**src/rtl/xvec2_md_requester.sv**
```systemverilog
// xvec2_md_requester
//   Pipeline-side initiator for the xvec2 vector multiply/divide unit. Takes
//   one decoded RV32M instruction from execute, turns funct3 into the unit's
//   op / output-select / operand-signedness fields, issues it over the
//   req_valid/req_ready handshake, captures the single-cycle response and
//   hands the result to writeback under valid/ready. Handles pipeline kill
//   and a response watchdog.
//
// Ports
//   clk, reset            clock, synchronous active-low reset
//   issue_*               instruction from execute (valid/ready handshake)
//   kill                  pipeline flush, abandons the current instruction
//   md_req_*              request channel to the unit
//   md_resp_*             response pulse from the unit (no back-pressure)
//   wb_*                  result channel to writeback (valid/ready handshake)
//   busy                  high whenever an instruction is in flight
//   timeout_err           sticky watchdog flag, cleared only by reset

`ifndef VEC_XPR_LEN
`define VEC_XPR_LEN 64
`endif
`ifndef MD_OP_WIDTH
`define MD_OP_WIDTH 2
`endif
`ifndef MD_OUT_SEL_WIDTH
`define MD_OUT_SEL_WIDTH 2
`endif
`ifndef MD_OP_MUL
`define MD_OP_MUL 2'd0
`endif
`ifndef MD_OP_DIV
`define MD_OP_DIV 2'd1
`endif
`ifndef MD_OP_REM
`define MD_OP_REM 2'd2
`endif
`ifndef MD_OUT_LO
`define MD_OUT_LO 2'd0
`endif
`ifndef MD_OUT_HI
`define MD_OUT_HI 2'd1
`endif
`ifndef MD_OUT_REM
`define MD_OUT_REM 2'd2
`endif

module xvec2_md_requester #(
    parameter int TIMEOUT_CYCLES = 64,
    parameter int TAG_WIDTH      = 5
) (
    input  logic                         clk,
    input  logic                         reset,
    input  logic                         issue_valid,
    output logic                         issue_ready,
    input  logic [2:0]                   issue_funct3,
    input  logic [`VEC_XPR_LEN-1:0]      issue_rs1,
    input  logic [`VEC_XPR_LEN-1:0]      issue_rs2,
    input  logic [TAG_WIDTH-1:0]         issue_tag,
    input  logic                         kill,
    output logic                         md_req_valid,
    input  logic                         md_req_ready,
    output logic [`MD_OP_WIDTH-1:0]      md_req_op,
    output logic [`MD_OUT_SEL_WIDTH-1:0] md_req_out_sel,
    output logic                         md_req_in_1_signed,
    output logic                         md_req_in_2_signed,
    output logic [`VEC_XPR_LEN-1:0]      md_req_in_1,
    output logic [`VEC_XPR_LEN-1:0]      md_req_in_2,
    input  logic                         md_resp_valid,
    input  logic [`VEC_XPR_LEN-1:0]      md_resp_result,
    output logic                         wb_valid,
    input  logic                         wb_ready,
    output logic [`VEC_XPR_LEN-1:0]      wb_result,
    output logic [TAG_WIDTH-1:0]         wb_tag,
    output logic                         busy,
    output logic                         timeout_err
);

    localparam int CNT_W = (TIMEOUT_CYCLES > 2) ? $clog2(TIMEOUT_CYCLES) : 1;
    localparam logic [CNT_W-1:0] WD_LAST = CNT_W'(TIMEOUT_CYCLES - 1);

    typedef enum logic [1:0] {
        S_IDLE = 2'd0,
        S_REQ  = 2'd1,
        S_WAIT = 2'd2,
        S_WB   = 2'd3
    } state_t;

    typedef struct packed {
        logic [`MD_OP_WIDTH-1:0]      op;
        logic [`MD_OUT_SEL_WIDTH-1:0] out_sel;
        logic                         s1;
        logic                         s2;
    } dec_t;

    function automatic dec_t decode(input logic [2:0] f3);
        dec_t d;
        case (f3)
            3'd0:    d = '{`MD_OP_MUL, `MD_OUT_LO,  1'b0, 1'b0};
            3'd1:    d = '{`MD_OP_MUL, `MD_OUT_HI,  1'b1, 1'b1};
            3'd2:    d = '{`MD_OP_MUL, `MD_OUT_HI,  1'b1, 1'b0};
            3'd3:    d = '{`MD_OP_MUL, `MD_OUT_HI,  1'b0, 1'b0};
            3'd4:    d = '{`MD_OP_DIV, `MD_OUT_LO,  1'b1, 1'b1};
            3'd5:    d = '{`MD_OP_DIV, `MD_OUT_LO,  1'b0, 1'b0};
            3'd6:    d = '{`MD_OP_REM, `MD_OUT_REM, 1'b1, 1'b1};
            default: d = '{`MD_OP_REM, `MD_OUT_REM, 1'b0, 1'b0};
        endcase
        return d;
    endfunction

    state_t            state;
    dec_t              dec_q;
    logic              discard;
    logic [CNT_W-1:0]  wd_cnt;

    assign issue_ready        = (state == S_IDLE);
    assign md_req_valid       = (state == S_REQ);
    assign wb_valid           = (state == S_WB);
    assign busy               = (state != S_IDLE);
    assign md_req_op          = dec_q.op;
    assign md_req_out_sel     = dec_q.out_sel;
    assign md_req_in_1_signed = dec_q.s1;
    assign md_req_in_2_signed = dec_q.s2;

    // Operand and decode registers carry data only; they are loaded on issue
    // and need no reset because md_req_valid gates them.
    always_ff @(posedge clk) begin
        if (state == S_IDLE && issue_valid && !kill) begin
            md_req_in_1 <= issue_rs1;
            md_req_in_2 <= issue_rs2;
            dec_q       <= decode(issue_funct3);
        end
    end

    always_ff @(posedge clk) begin
        if (!reset) begin
            state       <= S_IDLE;
            timeout_err <= 1'b0;
            wb_result   <= '0;
            wb_tag      <= '0;
            discard     <= 1'b0;
            wd_cnt      <= '0;
        end else begin
            case (state)
                S_IDLE: begin
                    // A stray response here belongs to nothing and is dropped.
                    if (issue_valid && !kill) begin
                        wb_tag <= issue_tag;
                        state  <= S_REQ;
                    end
                end
                S_REQ: begin
                    // Once the unit has taken the request it will respond, so
                    // a kill on the handshake cycle must still wait it out.
                    if (md_req_ready) begin
                        state   <= S_WAIT;
                        wd_cnt  <= '0;
                        discard <= kill;
                    end else if (kill) begin
                        state <= S_IDLE;
                    end
                end
                S_WAIT: begin
                    if (md_resp_valid) begin
                        wb_result <= md_resp_result;
                        state     <= (discard || kill) ? S_IDLE : S_WB;
                    end else if (wd_cnt == WD_LAST) begin
                        timeout_err <= 1'b1;
                        state       <= S_IDLE;
                    end else begin
                        wd_cnt <= wd_cnt + 1'b1;
                        if (kill) discard <= 1'b1;
                    end
                end
                S_WB: begin
                    // kill and wb_ready both retire the slot; kill simply
                    // means writeback never saw a completed handshake.
                    if (kill || wb_ready) state <= S_IDLE;
                end
                default: state <= S_IDLE;
            endcase
        end
    end

endmodule

```
**config.mk**
```make
export PLATFORM = sky130hd
export DESIGN_NAME = xvec2_md_requester
export DESIGN_NICKNAME = d
export VERILOG_FILES = /design/src/rtl/xvec2_md_requester.sv
export SDC_FILE = /design/constraint.sdc
export NUM_CORES = 1
export LEC_CHECK = 0
export CAP_MARGIN = 20
export CORE_AREA = 5 5 157 159
export CTS_CLUSTER_SIZE = 12
export DETAILED_ROUTE_END_ITERATION = 10
export DIE_AREA = 0 0 162 164
export MAX_ROUTING_LAYER = met4
export PLACE_DENSITY = 0.75
export SLEW_MARGIN = 0
export SYNTH_ARGS = -nofsm -noshare
export SYNTH_HDL_FRONTEND = slang
export SYNTH_SLANG_ARGS = --single-unit
```
**constraint.sdc**
```tcl
create_clock -name clk -period 3.7 [get_ports clk]
set_clock_uncertainty 0.1 [all_clocks]
set_input_delay 0.555 -clock clk [delete_from_list [all_inputs] [get_ports clk]]
set_output_delay 0.555 -clock clk [all_outputs]
set_load 0.02 [all_outputs]
```
After elaboration in Yosys (flattened, before gate mapping)
Cells that the tools add are included.

Register bits after elaboration: 213. Output and inout bits: 208.

Add/subtract/negate cells: 1. Eq/ne operators: 18. Mux-type cells: 18. Bitwise operators: 1. Reductions and logical operators: 16.

Operators with widths (number): $pmux 6 s7 (1); $mux 6 (3); $mux 2 (7); $pmux 6 s2 (1); $eq 3x3->1 const B (3); $pmux 2 s4 (1); $reduce_and 4->1 (2); $add 6x1->6 const B (1); $eq 3x2->1 const B (2); $eq 6x6->1 const B (1); $ne 2x1->1 const B (3); $ne 2x2->1 const B (3); $reduce_and 5->1 (1); $eq 2x2->1 const B (2); $mux 1 (4); $reduce_and 2->1 (2); $reduce_bool 2->1 (2); $eq 3x1->1 const B (1); $logic_and 1x1->1 (3); $logic_not 3->1 (1); $ne 3x2->1 const B (1); $ne 3x3->1 const B (1); $reduce_and 3->1 (1); $eq 2x1->1 const B (1); other kinds (5) (6).

Longest topological paths before layout
Gate-level depths: netlist (run 1).

Word-level depth: 4. Gate-level depth with buffers: 6. Depth with buffers taken out: 5.

Worst setup path before layout (run 1)
OpenSTA, ideal clock, no wires.

Path type: register to register. Start point: reg state[1]. End point: reg wb_tag[0]. Arrival time: 3.246 ns. Required time: 3.481 ns. Slack: 0.235 ns. Cell stages (with the launch flop): 6. Buffers on the path: 1. Cells stage by stage: dfxtp_1 > buf_6 > or2_1 > nor2_4 > mux2i_1 > nor2b_1.

Cells in the longest elaborated chain, start to end: 2.

Ends and longest elaborated chain: start: declaration (RTL line 110) `state_t state;`; start signal: assignment (RTL line 165) `state <= (discard || kill) ? S_IDLE : S_WB;`; $logic_not 2->1 (RTL line 143) `case (state)`; $reduce_and 2->1 (no source line); end signal: assignment (RTL line 147) `wb_tag <= issue_tag;`; end: declaration (RTL line 73) `output logic [TAG_WIDTH-1:0] wb_tag,`.

No other way between the ends. A chain may end at the register's enable or synchronous reset.

Final worst setup path (run 1)
Start point: reg state[0]. End point: out busy.

Cells in the longest elaborated chain, start to end: 1.

Ends and longest elaborated chain: $reduce_bool 2->1 (RTL line 118) `assign busy = (state != S_IDLE);`; end: declaration (RTL line 74) `output logic busy,`.

No other way between the ends.

==> summary.log, run 1 <==
qor: timing.timing.final.crit_share 70.3%
qor: logic_synthesis.yosys.area_share.simple 11.1%
qor: grt.total_routing_resource_utilization_after_global_routing 17.0%
qor: power.pwr-share-comb 14.3%
qor: logic_synthesis.synth_warnings 0
qor: clock_tree.h-tree-depth 1
qor: worst_setup_path.timing.critical_path.arrival 1.95 ns
qor: power.clock_power_share 38.4%
qor: layout.nNetsFinal 1,147
qor: layout.drive_above_1_share 5.02%
qor: logic_synthesis.synth_area_leaders edfxtp_1 (55%), dfxtp_1 (22%), nand2_1 (7.0%), a21boi_0 (6.6%), mux2i_1 (0.83%)
qor: power.swShare 23.1%
qor: layout.finalCoreUtilization 53.7%
qor: grt.maximum_number_of_pins_on_one_net_before_global_route_repair 65
qor: worst_setup_path.worst_setup_path_start_kind flip-flop
qor: clock_tree.tritoncts.num_buffers 24
qor: logic_synthesis.synth_compound_area_share 8.34%
qor: clock_tree.ctsLongestPathBuffers 3
qor: clock_tree.clk_latency 0.50 ns
qor: grt.first_pass_grt_wire_length 33,800 um
qor: logic_synthesis.synth_top_area_share 55.2%
qor: logic_synthesis.synth_top_cell_by_area edfxtp_1
qor: logic_synthesis.syn_area 0.00723 sq mm
qor: floorplanning.ios 415
qor: floorplanning.die-width 162 um
qor: clock_tree.post_cts_resized 0
qor: min_path.hold_path.class flip-flop to flip-flop
qor: grt.grt_pass1_vias 5,601
qor: grt.grt_busiest_layer met2
qor: power.p_leak 4.27 nW
qor: outcome.outcome finished clean
qor: placement.detailed_placer_s_ending_hpwl 17,900 um
qor: timing.aggregate_negative_setup_slack 0 ns
qor: clock_tree.cts_sinks 212
qor: power.power_frac_seq 47.3%
qor: layout.layout.filler_cells 1,916
qor: routing.vias 5,529
qor: timing.setup_repair_after_global_routing_missed_its_margin no
qor: grt.gr-usage-met2 28.6%
qor: logic_synthesis.synthMuxAreaShare 0.987%
qor: floorplanning.die_outline_area 0.0266 sq mm
qor: logic_synthesis.syn-instance-count 514
qor: clock_tree.ctsRootBufferMaster clkbuf_16
qor: logic_synthesis.post_synthesis_area_per_instance 14.1 sq um
qor: power.irDropWorstVdd 0.326 mV
qor: clock_tree.hold_buffers 0
qor: timing.tightest_slew 0.700 ns
qor: placement.routabilityCongestion 0.809
qor: power.power.switching 0.00132 W
qor: worst_setup_path.worst_ep_required_time 3.04 ns
qor: grt.antenna_found_initial 1
qor: routing.drt-vias-per-instance 4.43
qor: clock_tree.clkTransAtPathRegs 0.06 ns
qor: logic_synthesis.synth_sequential_area_ratio 77.1%
qor: routing.first_pass_iters 4
qor: logic_synthesis.synthesis.nets 722
qor: power.power_density 459 mW/mm^2
qor: routing.wirelength 23,800 um
qor: timing.slew-limit-headroom 53.3%
qor: worst_setup_path.path_max_fanout 12
qor: logic_synthesis.postSynthRegisterBits 212
qor: clock_tree.post_cts_buffers 0
qor: logic_synthesis.yosys_most_used_dff edfxtp_1
qor: grt.gr-usage-met1 19.9%
qor: logic_synthesis.synth_top_family_by_area simple AND/OR/NAND/NOR gates
qor: floorplanning.fp.coreArea 0.0231 sq mm
qor: routing.dr.first_iter.drc_count 275
qor: floorplanning.start_util 31.3%
qor: grt.grt_remaining_overflow 0
qor: routing.drc 0
qor: timing.final-setup-viol-count 0
qor: logic_synthesis.yosysUniqueCellTypes 40
qor: grt.groute.layer.met3.usage 4.77%
qor: worst_setup_path.critical_path_class flip-flop to output pin
qor: timing.fin_hold_ws 0.360 ns
qor: power.internal-power 0.00438 W
qor: timing.final-hold-violation-count 0
qor: logic_synthesis.synth_adder_area_share 0.173%
qor: flow_run.max-cap-violations 0
qor: layout.area_growth_syn_to_layout 71.9%
qor: logic_synthesis.number_of_flops_mapped_to_enable_cells_by_yosys 133
qor: timing.period_needed 2.60 ns
qor: timing.clock.fmax 0.384 GHz
qor: floorplanning.std_cell_rows 56
qor: logic_synthesis.synth-xor-area-share 0.121%
qor: routing.avgRoutedWirePerCell 19.1 um
qor: logic_synthesis.async_flop_share 0%
qor: placement.port_buffers 414
qor: clock_tree.cts_tree done
qor: worst_setup_path.setup.worst_path.end_class output pin
qor: routing.antenna_viol_nets_final 0
qor: floorplanning.die_height 164 um
qor: timing.final_max_slew_viol_count 0
==> synthesized netlist by cell type (2+ instances only) <==
| cell type | number |
|---|---|
| nand3_1 | 8 |
| nor3_1 | 2 |
| o21ai_0 | 4 |
| and2_1 | 5 |
| and2b_1 | 2 |
| nand2_1 | 135 |
| a21boi_0 | 64 |
| buf_4 | 8 |
| o21a_1 | 2 |
| dfxtp_1 | 79 |
| a21oi_1 | 6 |
| nor2b_1 | 9 |
| clkbuf_1 | 8 |
| buf_2 | 6 |
| buf_6 | 2 |
| nand2b_1 | 3 |
| edfxtp_1 | 133 |
| and2_4 | 2 |
| inv_1 | 3 |
| nor2_1 | 8 |
| mux2i_1 | 6 |
==> area by class of cell <==
type	instances	area [sq um]	area share [%]
multi-input cells	275	1500	12.1
repair buffers	423	4240	34.2
well taps	290	363	2.92
inverters	3	11.3	0.0906
clock buffers	30	644	5.19
flip-flops and latches	212	5580	44.9
diodes	1	2.50	0.0201
clock inverters	13	83.8	0.675
==> per-stage QoR <==
step / std cells / power (W) / area (sq um) / setup slack [ns]
floorplan: 514 / 0.00305 / 7230 / 0.235
global placement: 1203 / 0.00355 / 11700 / 1.13
detailed placement: 1203 / 0.00356 / 11700 / 1.11
CTS: 1246 / 0.00578 / 12400 / 1.07
global route: 1247 / 0.00593 / 12400 / 1.02
finish: 1247 / 0.00570 / 12400 / 1.10
==> flip-flops by register name, summed over array words and instances (netlist names) <==
| register | count |
|---|---|
| md_req_in_2_signed | 1 |
| md_req_op | 2 |
| timeout_err | 1 |
| discard | 1 |
| state | 2 |
| wb_result | 64 |
| md_req_out_sel | 1 |
| md_req_in_2 | 64 |
| md_req_in_1_signed | 1 |
| md_req_in_1 | 64 |
| wb_tag | 5 |
| wd_cnt | 6 |
==> path summary, 6_finish.rpt <==
| kind | cells after the start | from | endpoint | slack (ns) |
|---|---|---|---|---|
| worst min-delay path | 2 | wb_result[63]$_SDFFE_PN0P_ | wb_result[63]$_SDFFE_PN0P_ | 0.36 |
| worst min register to register | 2 | wb_result[63]$_SDFFE_PN0P_ | wb_result[63]$_SDFFE_PN0P_ | 0.36 |
| worst max register to register | 3 | state[0]$_SDFFE_PN0P_ | md_req_in_1[5]$_DFFE_PP_ | 1.61 |
| worst max-delay path | 2 | state[0]$_SDFFE_PN0P_ | busy | 1.10 |
==> layout by cell type, fill, tap and decap left out, types with 8 or more instances in the layout <==
master,instances
nand3_1,8
edfxtp_1,133
clkbuf_16,25
dfxtp_1,79
clkinv_1,8
clkdlybuf4s50_1,413
a21boi_0,64
nor2b_1,9
nor2_1,8
nand2_1,135
==> worst max-delay path: stages, from the launching register on <==
cell and delay (ns):
dfxtp_1 0.56, or2_1 0.26, clkdlybuf4s50_1 0.64
==> layer usage <==
layer	vias up	wire length, um
met2	264	11600
met5	-	0
met3	41	2110
met1	2580	9310
li1	2644	-
met4	0	734
==> cell families after synthesis <==
kind of cell / count (synthesis)
AOI/OAI and AO/OA: 83
xor gates and xnor gates: 1
adders and majority gates: 1
buffers and inverters: 27
DFF: 212
muxes: 7
and+or+nand+nor: 183
==> power by group through the flow <==
stage               clock, W  sequential, W  combinational (W)
global route         0.00236        0.00271           0.000855
global placement           0        0.00274           0.000810
finish               0.00219        0.00270           0.000812
detailed placement         0        0.00275           0.000816
CTS                  0.00226        0.00270           0.000822
floorplan                  0        0.00289           0.000163
No activity file was read; power rests on OpenSTA's default activity.
==> run 2: changes to the inputs <==
--- a/config.mk
+++ b/config.mk
@@ -11,7 +11,7 @@
 export DETAILED_ROUTE_END_ITERATION = 10
 export DIE_AREA = 0 0 162 164
 export MAX_ROUTING_LAYER = met4
-export PLACE_DENSITY = 0.75
+export PLACE_DENSITY = 0.78
 export SLEW_MARGIN = 0
 export SYNTH_ARGS = -nofsm -noshare
 export SYNTH_HDL_FRONTEND = slang
==> constraint.sdc (replaced) <==
create_clock -name clk -period 2.3 [get_ports clk]
set_clock_uncertainty 0.1 [all_clocks]
set_input_delay 0.345 -clock clk [delete_from_list [all_inputs] [get_ports clk]]
set_output_delay 0.345 -clock clk [all_outputs]
set_load 0.02 [all_outputs]
==> run 2 against run 1 <==
  * Global-route usage increased by 1.1 points
  * Sequential power increased by 61%
  * Die area unchanged
  * Hold slack got worse by 0.31 ns
  * Sequential cell count unchanged
  * Total power increased by 67%
  * Register-to-register slack got worse by 1.0 ns
  * Non-clock buffer count increased by 8
  * Critical path type unchanged
  * Largest cell class unchanged
==> summary.log, run 2 (synthesis gave the netlist of run 1 again) <==
qor: outcome.outcome finished clean
qor: routing.drc 0 [unchanged]
qor: timing.clock.fmax 0.460 GHz
qor: power.overall_power_of_the_completed_layout 0.00952 W [+67%]
qor: worst_setup_path.setup.worst_path.end_class output pin
qor: timing.fin_ws 0.124 ns [-0.973 ns]
qor: timing.tightest_slew 0.359 ns [-0.341 ns]
qor: worst_setup_path.path_max_fanout 12 [unchanged]
qor: layout.stdcell_count 1,258 [+0.88%]
qor: routing.first_pass_iters 4 [unchanged]
qor: worst_setup_path.critPathBufInv 1 [unchanged]
qor: worst_setup_path.r2r_end wb_result[61]$_SDFFE_PN0P_
qor: worst_setup_path.r2r_cell_count 5 [+2]
qor: min_path.hold_path.class input port to flip-flop
qor: placement.routabilityCongestion 0.869 [+7.4%]
qor: routing.antenna_viol_nets_final 0 [unchanged]
qor: placement.port_buffers 414 [unchanged]
qor: worst_setup_path.worst_ep_required_time 1.86 ns [-1.18 ns]
qor: layout.layout_common_cells clkdlybuf4s50_1 (412), nand2_1 (135), edfxtp_1 (133)
qor: floorplanning.fp.coreArea 0.0231 sq mm [unchanged]
qor: placement.detailedPlace.worstSlack 0.144 ns [-0.970 ns]
qor: worst_setup_path.crit_cells 2 [unchanged]
qor: grt.antenna_found_initial 3 [+2]
qor: flow_run.max-cap-violations 0 [unchanged]
qor: floorplanning.start_util 31.3% [unchanged]
qor: worst_setup_path.worst_setup_path_start_kind flip-flop
qor: timing.period_needed 2.18 ns
qor: clock_tree.hold_buffers 0 [unchanged]
qor: grt.total_routing_resource_utilization_after_global_routing 18.1% [+1.1 points]
qor: timing.slew-limit-headroom 76.0% [+23 points]
qor: timing.final-setup-viol-count 0 [unchanged]
qor: layout.area_growth_syn_to_layout 74.1%
qor: power.p_leak 4.35 nW [+1.8%]
qor: routing.vias 5,665 [+2.5%]
qor: min_path.worstHoldStart reset
qor: placement.numPlacedInstances 1,211 [+0.67%]
qor: clock_tree.post_cts_buffers 0 [unchanged]
qor: layout.finalCoreUtilization 54.4% [+0.70 points]
qor: clock_tree.ctsRootBufferMaster clkbuf_16
qor: grt.grt_pass1_vias 5,740 [+2.5%]
qor: routing.avgRoutedWirePerCell 20.0 um [+4.7%]
qor: worst_setup_path.timing.critical_path.slowest_stage_cell clkdlybuf4s50_1
qor: power.power_density 756 mW/mm^2 [+65%]
qor: power.irDropWorstVdd 0.432 mV [+32%]
qor: clock_tree.clk_latency 0.51 ns [about the same]
qor: clock_tree.h-tree-depth 1 [unchanged]
qor: layout.most_common_cell_after_layout_fill_and_taps_aside clkdlybuf4s50_1
qor: timing.setup_repair_after_global_routing_missed_its_margin no
qor: layout.nNetsFinal 1,155 [+0.70%]
qor: worst_setup_path.timing.critical_path.arrival 1.73 ns [-0.22 ns]
qor: grt.first_pass_grt_wire_length 35,700 um [+5.5%]
qor: clock_tree.clkTransAtPathRegs 0.06 ns [about the same]
qor: routing.drt-vias-per-instance 4.50 [+1.6%]
qor: timing.final_max_slew_viol_count 0 [unchanged]
qor: worst_setup_path.critical_path_class flip-flop to output pin
qor: layout.drive_above_1_share 6.42% [+1.4 points]
qor: min_path.timing.hold.worst_path_depth 3 [+1]
qor: clock_tree.cts_tree done
qor: worst_setup_path.cp_slowest_stage_delay 0.54 ns [-0.10 ns]
qor: layout.largestRegisters md_req_in_1 x64, md_req_in_2 x64, wb_result x64
qor: min_path.hold_path_end state[0]$_SDFFE_PN0P_
qor: placement.detailed_placer_s_ending_hpwl 18,700 um [+4.2%]
qor: floorplanning.die_outline_area 0.0266 sq mm [unchanged]
qor: timing.timing.final.crit_share 94.6%
qor: clock_tree.ctsLongestPathBuffers 3 [unchanged]
qor: grt.maximum_number_of_pins_on_one_net_before_global_route_repair 42 [-35%]
qor: worst_setup_path.reg2reg_slack 0.61 ns [-1.00 ns]
qor: worst_setup_path.crit_path_cell_trace or2_4 -> clkdlybuf4s50_1
qor: timing.final-hold-violation-count 0 [unchanged]
qor: worst_setup_path.cell_type_group_with_the_largest_total_delay_on_the_critical_path buffers and inverters
qor: floorplanning.die-width 162 um [unchanged]
qor: worst_setup_path.regToRegStartpoint state[0]$_SDFFE_PN0P_
qor: clock_tree.tritoncts.num_buffers 24 [unchanged]
qor: routing.dr.first_iter.drc_count 393 [+43%]
qor: floorplanning.ios 415 [unchanged]
qor: floorplanning.std_cell_rows 56 [unchanged]
qor: routing.wirelength 25,100 um [+5.6%]
qor: grt.grt_remaining_overflow 0 [unchanged]
qor: clock_tree.cts_sinks 212 [unchanged]
qor: floorplanning.die_height 164 um [unchanged]
## run 2: cell count changes in the layout (fill, tap and decap cells not counted), sizes merged
cell	delta
dlygate4sd2	+1
clkbuf	+9
bufinv	+1
buf	+8
diode	+2
clkdlybuf4s50	-1
clkinv	-9
## run 2: how the worst max path moves through the flow
stage / start / to / slack, ns
global route: state[1]$_SDFFE_PN0P_ / wb_valid / 0.04
finish: state[0]$_SDFFE_PN0P_ / busy / 0.12
floorplan: state[1]$_SDFFE_PN0P_ / wb_tag[0]$_SDFFE_PN0P_ / -1.03
global placement: kill / md_req_in_1[59]$_DFFE_PP_ / 0.19
CTS: state[0]$_SDFFE_PN0P_ / busy / 0.05
detailed placement: kill / md_req_in_1[59]$_DFFE_PP_ / 0.14
## run 2: routing by layer
metal	routed length [um]	track usage, %	vias to the layer above
li1	-	-	2665
met1	9370	19.9	2671
met2	12400	30.5	279
met3	2460	6.50	50
met4	836	6.38	0
met5	0	-	-
## run 2: final cells by class
| cell class | instances | area [sq um] |
|---|---|---|
| flip-flops and latches | 212 | 5580 |
| diodes | 3 | 7.51 |
| clock buffers | 39 | 719 |
| well taps | 290 | 363 |
| fillers | 1900 | 10500 |
| inverters | 3 | 11.3 |
| multi-input cells | 275 | 1500 |
| clock inverters | 5 | 75.1 |
| repair buffers | 431 | 4330 |
## run 2: report_power, final
group	switching, W	internal (W)
combinational	0.000617	0.000723
clock	0.00148	0.00236
sequential	0.0000778	0.00427
total	0.00218	0.00735
## run 2: what timing repair did
action	in CTS	in global routing
gates resized for setup	3	1
cloned	0	0
endpoints found under the setup margin	4	2
## run 2: metrics by stage
stage	hold slack (ns)	setup TNS [ns]	area, sq um
finish	0.0460	0	12600
global route	0.0356	0	12600
CTS	0.0179	0	12600
detailed placement	0.355	0	11800
global placement	0.348	0	11800
floorplan	0.344	-136.19	7230
## run 2: worst min-delay path, stage by stage
cell     delay, ns
buf_2         0.16
nand2_1       0.07
a21oi_1       0.04
